**config.mk**
```make
export PLATFORM = sky130hd
export DESIGN_NAME = ifetch_queue
export DESIGN_NICKNAME = d
export VERILOG_FILES = /design/src/rtl/ifq_pkg.sv /design/src/rtl/ifq_fifo.sv /design/src/rtl/ifetch_queue.sv
export SDC_FILE = /design/constraint.sdc
export NUM_CORES = 1
export LEC_CHECK = 0
export ABC_AREA = 0
export BUFFER_PORTS_ARGS = -buffer_cell sky130_fd_sc_hd__buf_2
export CAP_MARGIN = 10
export CORE_MARGIN = 2
export CORE_UTILIZATION = 30
export CTS_BUF_LIST = sky130_fd_sc_hd__clkbuf_16
export DETAILED_ROUTE_END_ITERATION = 12
export PLACE_DENSITY_LB_ADDON = 0.1
export SKIP_LAST_GASP = 1
export SLEW_MARGIN = 20
export SYNTH_ARGS = -nofsm -noshare
export SYNTH_HDL_FRONTEND = slang
export SYNTH_SLANG_ARGS = --single-unit
```
**constraint.sdc**
```tcl
create_clock -name clock -period 7.29 [get_ports clock]
set_input_delay 1.458 -clock clock [delete_from_list [all_inputs] [get_ports clock]]
set_output_delay 1.458 -clock clock [all_outputs]
set_load 0.01 [all_outputs]
```
**src/rtl/ifq_pkg.sv**
```systemverilog
// ifq_pkg: shared types and constants for the instruction fetch queue.
//   ifq_state_e  - fetch FSM state encoding (FETCH, WAIT, DROP)
//   IFQ_DEPTH    - default FIFO depth (power of two, >= 2)
//   IFQ_RESET_PC - default fetch PC after reset
//   IFQ_ENTRY_W  - FIFO entry width: {instruction, pc_4}
//   IFQ_PTR_W    - FIFO pointer width for the default depth
package ifq_pkg;

  typedef enum logic [1:0] {
    FETCH = 2'd0,  // may issue a request when a slot is free
    WAIT  = 2'd1,  // one request outstanding, its return is kept
    DROP  = 2'd2   // one request outstanding, its return is discarded
  } ifq_state_e;

  localparam int unsigned IFQ_DEPTH    = 4;
  localparam logic [31:0] IFQ_RESET_PC = 32'h0000_0000;
  localparam int unsigned IFQ_ENTRY_W  = 64;
  localparam int unsigned IFQ_PTR_W    = $clog2(IFQ_DEPTH);

endpackage

```
**src/rtl/ifq_fifo.sv**
```systemverilog
// ifq_fifo: synchronous show-ahead FIFO with flush.
//   clk_i, rst_i   - clock, synchronous active-high reset (clears storage too)
//   flush_i        - drop all entries (count = 0, read pointer = write pointer)
//   wr_en_i/wr_data_i - push one entry (ignored when full)
//   rd_en_i        - pop the head entry (ignored when empty)
//   rd_data_o      - head entry, valid whenever empty_o = 0
//   count_o        - number of valid entries, 0..DEPTH
//   empty_o/full_o - occupancy flags
module ifq_fifo #(
  parameter int unsigned DEPTH = 4,
  parameter int unsigned WIDTH = 64
) (
  input  logic                     clk_i,
  input  logic                     rst_i,
  input  logic                     flush_i,
  input  logic                     wr_en_i,
  input  logic [WIDTH-1:0]         wr_data_i,
  input  logic                     rd_en_i,
  output logic [WIDTH-1:0]         rd_data_o,
  output logic [$clog2(DEPTH):0]   count_o,
  output logic                     empty_o,
  output logic                     full_o
);

  localparam int unsigned PTR_W = $clog2(DEPTH);
  localparam int unsigned CNT_W = PTR_W + 1;

  logic [WIDTH-1:0] mem_q [DEPTH];
  logic [PTR_W-1:0] wr_ptr_q, wr_ptr_d;
  logic [PTR_W-1:0] rd_ptr_q, rd_ptr_d;
  logic [CNT_W-1:0] count_q, count_d;
  logic             do_wr, do_rd;

  assign empty_o   = (count_q == '0);
  assign full_o    = (count_q == CNT_W'(DEPTH));
  assign count_o   = count_q;
  assign rd_data_o = mem_q[rd_ptr_q];

  assign do_wr = wr_en_i && !full_o && !flush_i;
  assign do_rd = rd_en_i && !empty_o && !flush_i;

  always_comb begin
    wr_ptr_d = wr_ptr_q;
    rd_ptr_d = rd_ptr_q;
    count_d  = count_q;
    if (flush_i) begin
      // Flush keeps the write pointer where it is and snaps the read side to it.
      rd_ptr_d = wr_ptr_q;
      count_d  = '0;
    end else begin
      if (do_wr) wr_ptr_d = wr_ptr_q + 1'b1;  // power-of-two depth: wraps naturally
      if (do_rd) rd_ptr_d = rd_ptr_q + 1'b1;
      case ({do_wr, do_rd})
        2'b10:   count_d = count_q + CNT_W'(1);
        2'b01:   count_d = count_q - CNT_W'(1);
        default: count_d = count_q;
      endcase
    end
  end

  always_ff @(posedge clk_i) begin
    if (rst_i) begin
      wr_ptr_q <= '0;
      rd_ptr_q <= '0;
      count_q  <= '0;
      for (int i = 0; i < DEPTH; i++) mem_q[i] <= '0;
    end else begin
      wr_ptr_q <= wr_ptr_d;
      rd_ptr_q <= rd_ptr_d;
      count_q  <= count_d;
      if (do_wr) mem_q[wr_ptr_q] <= wr_data_i;
    end
  end

endmodule

```
**src/rtl/ifetch_queue.sv**
```systemverilog
// ifetch_queue: instruction fetch queue in front of dispatch.
//   clock, reset        - clock, synchronous active-high reset
//   Icache_addr         - fetch address (always the fetch PC)
//   Icache_rd_en        - read request, accepted by the cache in the same cycle
//   Icache_data/valid   - returned word for the single outstanding request
//   Dispatch_jmp/_addr  - redirect: flush queue, drop in-flight return, new PC
//   Dispatch_ren        - pop the head entry
//   ifetch_intruction   - head instruction (show-ahead)
//   ifetch_pc_4         - PC+4 of the head instruction
//   ifetch_empty        - no valid head entry
//
// Handshake: a request is issued when Icache_rd_en = 1 and is taken by the
// cache that same cycle; the cache answers it with exactly one Icache_valid
// pulse some cycles later, and Icache_valid at any other time is ignored.
// Dispatch pops with Dispatch_ren, which only takes effect when
// ifetch_empty = 0 and no redirect is present in the same cycle.
// The FSM state is held in state_q.
module ifetch_queue
  import ifq_pkg::*;
#(
  parameter int unsigned DEPTH    = IFQ_DEPTH,
  parameter logic [31:0] RESET_PC = IFQ_RESET_PC
) (
  input  logic        clock,
  input  logic        reset,
  output logic [31:0] Icache_addr,
  output logic        Icache_rd_en,
  input  logic [31:0] Icache_data,
  input  logic        Icache_valid,
  input  logic        Dispatch_jmp,
  input  logic [31:0] Dispatch_jmp_addr,
  input  logic        Dispatch_ren,
  output logic [31:0] ifetch_intruction,
  output logic [31:0] ifetch_pc_4,
  output logic        ifetch_empty
);

  localparam int unsigned CNT_W = $clog2(DEPTH) + 1;

  ifq_state_e state_q, state_d;
  logic [31:0] pc_q, pc_d;
  logic [31:0] pc_plus4;
  logic        req;

  logic                   fifo_flush;
  logic                   fifo_wr;
  logic                   fifo_rd;
  logic [IFQ_ENTRY_W-1:0] fifo_wdata;
  logic [IFQ_ENTRY_W-1:0] fifo_rdata;
  logic [CNT_W-1:0]       fifo_count;
  logic                   fifo_empty;
  logic                   fifo_full;

  assign pc_plus4    = pc_q + 32'd4;
  assign Icache_addr = pc_q;

  // A request reserves a FIFO slot, so the WAIT-state write can never overflow.
  assign req          = (state_q == FETCH) && (fifo_count < CNT_W'(DEPTH)) && !reset;
  assign Icache_rd_en = req;

  assign fifo_wdata = {Icache_data, pc_plus4};

  always_comb begin
    state_d    = state_q;
    pc_d       = pc_q;
    fifo_wr    = 1'b0;
    fifo_flush = 1'b0;
    fifo_rd    = Dispatch_ren && !Dispatch_jmp;

    if (Dispatch_jmp) begin
      fifo_flush = 1'b1;
      pc_d       = Dispatch_jmp_addr;
      case (state_q)
        FETCH:   state_d = req ? DROP : FETCH;          // request just issued is stale
        WAIT,
        DROP:    state_d = Icache_valid ? FETCH : DROP; // same-cycle return is discarded
        default: state_d = FETCH;
      endcase
    end else begin
      case (state_q)
        FETCH: if (req) state_d = WAIT;
        WAIT: if (Icache_valid) begin
          fifo_wr = !fifo_full;
          pc_d    = pc_plus4;
          state_d = FETCH;
        end
        DROP: if (Icache_valid) state_d = FETCH;
        default: state_d = FETCH;
      endcase
    end
  end

  always_ff @(posedge clock) begin
    if (reset) begin
      state_q <= FETCH;
      pc_q    <= RESET_PC;
    end else begin
      state_q <= state_d;
      pc_q    <= pc_d;
    end
  end

  ifq_fifo #(
    .DEPTH (DEPTH),
    .WIDTH (IFQ_ENTRY_W)
  ) u_fifo (
    .clk_i     (clock),
    .rst_i     (reset),
    .flush_i   (fifo_flush),
    .wr_en_i   (fifo_wr),
    .wr_data_i (fifo_wdata),
    .rd_en_i   (fifo_rd),
    .rd_data_o (fifo_rdata),
    .count_o   (fifo_count),
    .empty_o   (fifo_empty),
    .full_o    (fifo_full)
  );

  assign ifetch_intruction = fifo_rdata[63:32];
  assign ifetch_pc_4       = fifo_rdata[31:0];
  assign ifetch_empty      = fifo_empty;

endmodule

```
==> run_results.csv <==
group,metric,value,unit
place,routabilityCongestion,0.7644,
worst_setup_path,worst-path-stages,3,
clocking,cts_resized,0,
worst_setup_path,r2r-start,"u_fifo.count_o[2]",
logic_synthesis,synth_adder_area_share,0.5948,%
worst_setup_path,worstSetupPathType,"register to primary output",
worst_setup_path,path_buf_inv,2,
place,placed_area,15300,sq um
power_and_ir_drop,p_seq_share,50.1,%
die,ioPinCount,167,
grt,first_global_vias,9313,
die,row_count,78,
routing,antenna_left,0,
power_and_ir_drop,power.share.combinational,7.5,%
routing,vias_per_cell,4.962,
die,start_util,30.46,%
sta,max_freq,228.8,MHz
sta,setup-tns-final,0,ns
routing,drt-initial-drc-count,742,
worst_setup_path,crit_family,"flip-flops",
clocking,numCtsBuffers,35,
layout,num-fill-cells,4455,
logic_synthesis,synth-xor-area-share,1.766,%
logic_synthesis,synth_compound_area_share,5.848,%
layout,area_growth,18.11,%
clocking,clock_sinks,299,
layout,drive_above_1_share,25.52,%
job,max_cap_viol_count,0,
grt,grt_pass1_wl,59910,microns
place,io_buffer_count,166,
logic_synthesis,syn-num-nets,1113,
grt,gr-usage-all-layers,16.88,%
logic_synthesis,ys_types,53,
logic_synthesis,synth_edf_count,256,
clocking,htree_levels,2,
power_and_ir_drop,p_clk_share,42.3,%
sta,hold_viol,0,
layout,n_antenna_cell,0,
logic_synthesis,post_synth_mux_area_share,11.39,%
sta,worst_pin_slew,1.065,ns
logic_synthesis,synth-simple-area-share,16.08,%
worst_hold_path,hold_path_class,"register to register",
power_and_ir_drop,p_per_area,240.3,nW/um^2
routing,drc,0,
sta,slew_viol_final,0,
logic_synthesis,synth_warnings,0,
worst_setup_path,cpPeakStageDelay,0.94,ns
place,hpwl,25000,microns
layout,fin_area,16400,sq um
worst_hold_path,min_from,"state_q[1]",
logic_synthesis,synth_flop_cell,"edfxtp_1",
worst_setup_path,worstPathArrival,2.91,ns
worst_setup_path,path_cells,"buf_4 -> mux4_2 -> buf_2",
worst_setup_path,reg2reg_depth,5,
worst_setup_path,worstPathRequired,5.83,ns
worst_setup_path,setup.worst_path.end_class,"primary output",
die,die_y,219.1,microns
logic_synthesis,syn_area,13880,sq um
power_and_ir_drop,leakagePower,5.739,nW
run_status,status,"finished clean",
worst_setup_path,r2r_slack,3.75,ns
sta,fin_crit_sh,59.95,%
sta,grt_setup_unrepaired,"no",
logic_synthesis,postSynthCellCount,1038,
logic_synthesis,synth_top_family_by_area,"simple AND/OR/NAND/NOR gates",
clocking,hold_buffers,0,
routing,wl,40090,microns
sta,holdWs,0.4972,ns
grt,grt_overflow,0,
logic_synthesis,synthArstFlopShare,0,%
sta,setup_viol,0,
clocking,cts_tree,"yes",
worst_setup_path,start_kind,"register",
power_and_ir_drop,p_sw_share,23.73,%
logic_synthesis,avgSynthCellArea,13.38,sq um
clocking,postCtsSetupBuffers,0,
grt,grt_max_degree,65,
power_and_ir_drop,p_int,3.006,mW
sta,layout_min_cycle_time,4.371,ns
worst_setup_path,worstPathMaxFanout,40,
clocking,clock_latency,0.52,ns
logic_synthesis,ys_ff_latch,299,
worst_setup_path,endpoint,"ifetch_pc_4[9]",
power_and_ir_drop,ir_drop,0.1200,mV
logic_synthesis,ys_seq_area_share,61.57,%
grt,antenna_found_initial,1,
power_and_ir_drop,p_switching,0.9349,mW
worst_setup_path,reg2reg_to,"u_fifo.mem_q[2][48]",
routing,firstDrtPassIters,6,
routing,dr_total_vias,8927,
die,dieWidth,219.1,microns
clocking,cts-root-buf,"clkbuf_16",
clocking,clk_pin_slew,0.06,ns
routing,wl_per_cell,22.28,microns
clocking,cts_buffer_depth,3,
worst_setup_path,critPathSlowestCell,"dfxtp_4",
layout,layout.nets,1249,
sta,finClkSkew,0.01487,ns
die,die_area,48020,sq um
sta,slew-limit-headroom,28.82,%
die,core_area,45580,sq um
==> per-stage QoR <==
step	power (mW)	worst slack, ns	utilization [%]	instances
floorplan	2.163	2.693	-	1038
global placement	2.319	2.466	33.57	1737
detailed placement	2.320	2.427	33.57	1737
CTS	4.000	2.733	35.94	1799
global route	4.079	2.653	35.98	1799
finish	3.941	2.919	35.98	1799
==> worst register-to-register path: stages (launching register included) <==
cell and delay [ns]:
dfxtp_1 0.45, nor3b_1 0.89, or3_1 0.22, buf_4 0.36
or2_2 0.67, nand2_8 0.51
==> flip-flops by register name (all words and copies together), names as in the netlist, named ones only <==
register and count:
u_fifo.mem_q 256, Icache_addr 32, u_fifo.count_o 3, state_q 2, u_fifo.rd_ptr_q 2, u_fifo.wr_ptr_q 2
==> power groups by stage <==
| stage | Clock (mW) | Sequential [mW] | Combinational [mW] |
|---|---|---|---|
| 4_1_cts | 1.72 | 1.98 | 0.307 |
| 3_5_place_dp | 0 | 2.01 | 0.306 |
| 5_1_grt | 1.77 | 1.99 | 0.325 |
| 6_report | 1.67 | 1.98 | 0.297 |
| 3_3_place_gp | 0 | 2.01 | 0.306 |
| 2_1_floorplan | 0 | 1.99 | 0.177 |
==> kinds of logic after synthesis <==
group / after synthesis
mux: 78
fa+ha+maj: 6
simple gates: 406
xor+xnor: 28
compound gates: 124
flops: 299
buf+inv: 97
==> synth_stat cells, types with 11 or more instances <==
| library cell | instances | area (sq um) |
|---|---|---|
| and2_1 | 143 | 894.6 |
| mux2i_1 | 14 | 140.1 |
| nand2b_1 | 12 | 75.07 |
| nand3_1 | 13 | 65.06 |
| a311oi_1 | 12 | 105.1 |
| inv_1 | 18 | 67.56 |
| buf_1 | 12 | 45.04 |
| mux4_2 | 64 | 1441 |
| o21ai_0 | 12 | 60.06 |
| dfxtp_1 | 43 | 860.8 |
| nor2_1 | 98 | 367.9 |
| edfxtp_1 | 256 | 7687 |
| buf_2 | 15 | 75.07 |
| clkbuf_1 | 52 | 195.2 |
| nor3_1 | 17 | 85.08 |
| a21oi_1 | 53 | 265.3 |
| xnor2_1 | 18 | 157.7 |
| nor4_1 | 12 | 75.07 |
| nand4_1 | 11 | 68.82 |
| nand2_1 | 43 | 161.4 |
| o31ai_1 | 16 | 120.1 |
| or4_1 | 16 | 120.1 |
==> how the worst min path moves through the flow <==
stage,slack [ns],cells past startpoint,end
floorplan,0.46,2,state_q[1]
global placement,0.48,2,state_q[1]
detailed placement,0.49,2,state_q[1]
CTS,0.50,2,state_q[1]
global route,0.53,2,state_q[1]
finish,0.50,2,state_q[1]
==> final cells by class <==
type | count | area (sq um) | area share, %
Inverter | 18 | 67.56 | 0.4120
Timing Repair Buffer | 178 | 920.9 | 5.615
Clock inverter | 26 | 178.9 | 1.091
Clock buffer | 36 | 900.9 | 5.493
Tap cell | 600 | 750.7 | 4.578
Sequential cell | 299 | 8556 | 52.17
Multi-Input combinational cell | 642 | 5025 | 30.64
==> routing by layer <==
metal	vias to the layer above	wire length [microns]	global-route usage (%)
met5	-	0	0
met4	0	787	4.167
met2	240	18210	26.70
li1	4202	-	-
met3	48	1885	2.523
met1	4437	19210	24.32
==> cells in the final DEF (no fill, tap or decap), drive strengths merged, types with 11 or more instances in the layout <==
cell type / netlist / final
nor4: 12 / 12
nand2: 43 / 43
buf: 27 / 178
nor2: 98 / 98
and2: 143 / 143
o21ai: 12 / 12
a21oi: 53 / 53
nor3: 20 / 20
nand3: 14 / 14
mux4: 64 / 64
clkbuf: 52 / 36
nand2b: 12 / 12
dfxtp: 43 / 43
mux2i: 14 / 14
a311oi: 12 / 12
clkinv: 0 / 15
o31ai: 16 / 16
nand4: 11 / 11
inv: 18 / 26
xnor2: 18 / 18
or4: 16 / 16
edfxtp: 256 / 256
No activity file was read; power rests on OpenSTA's default activity.
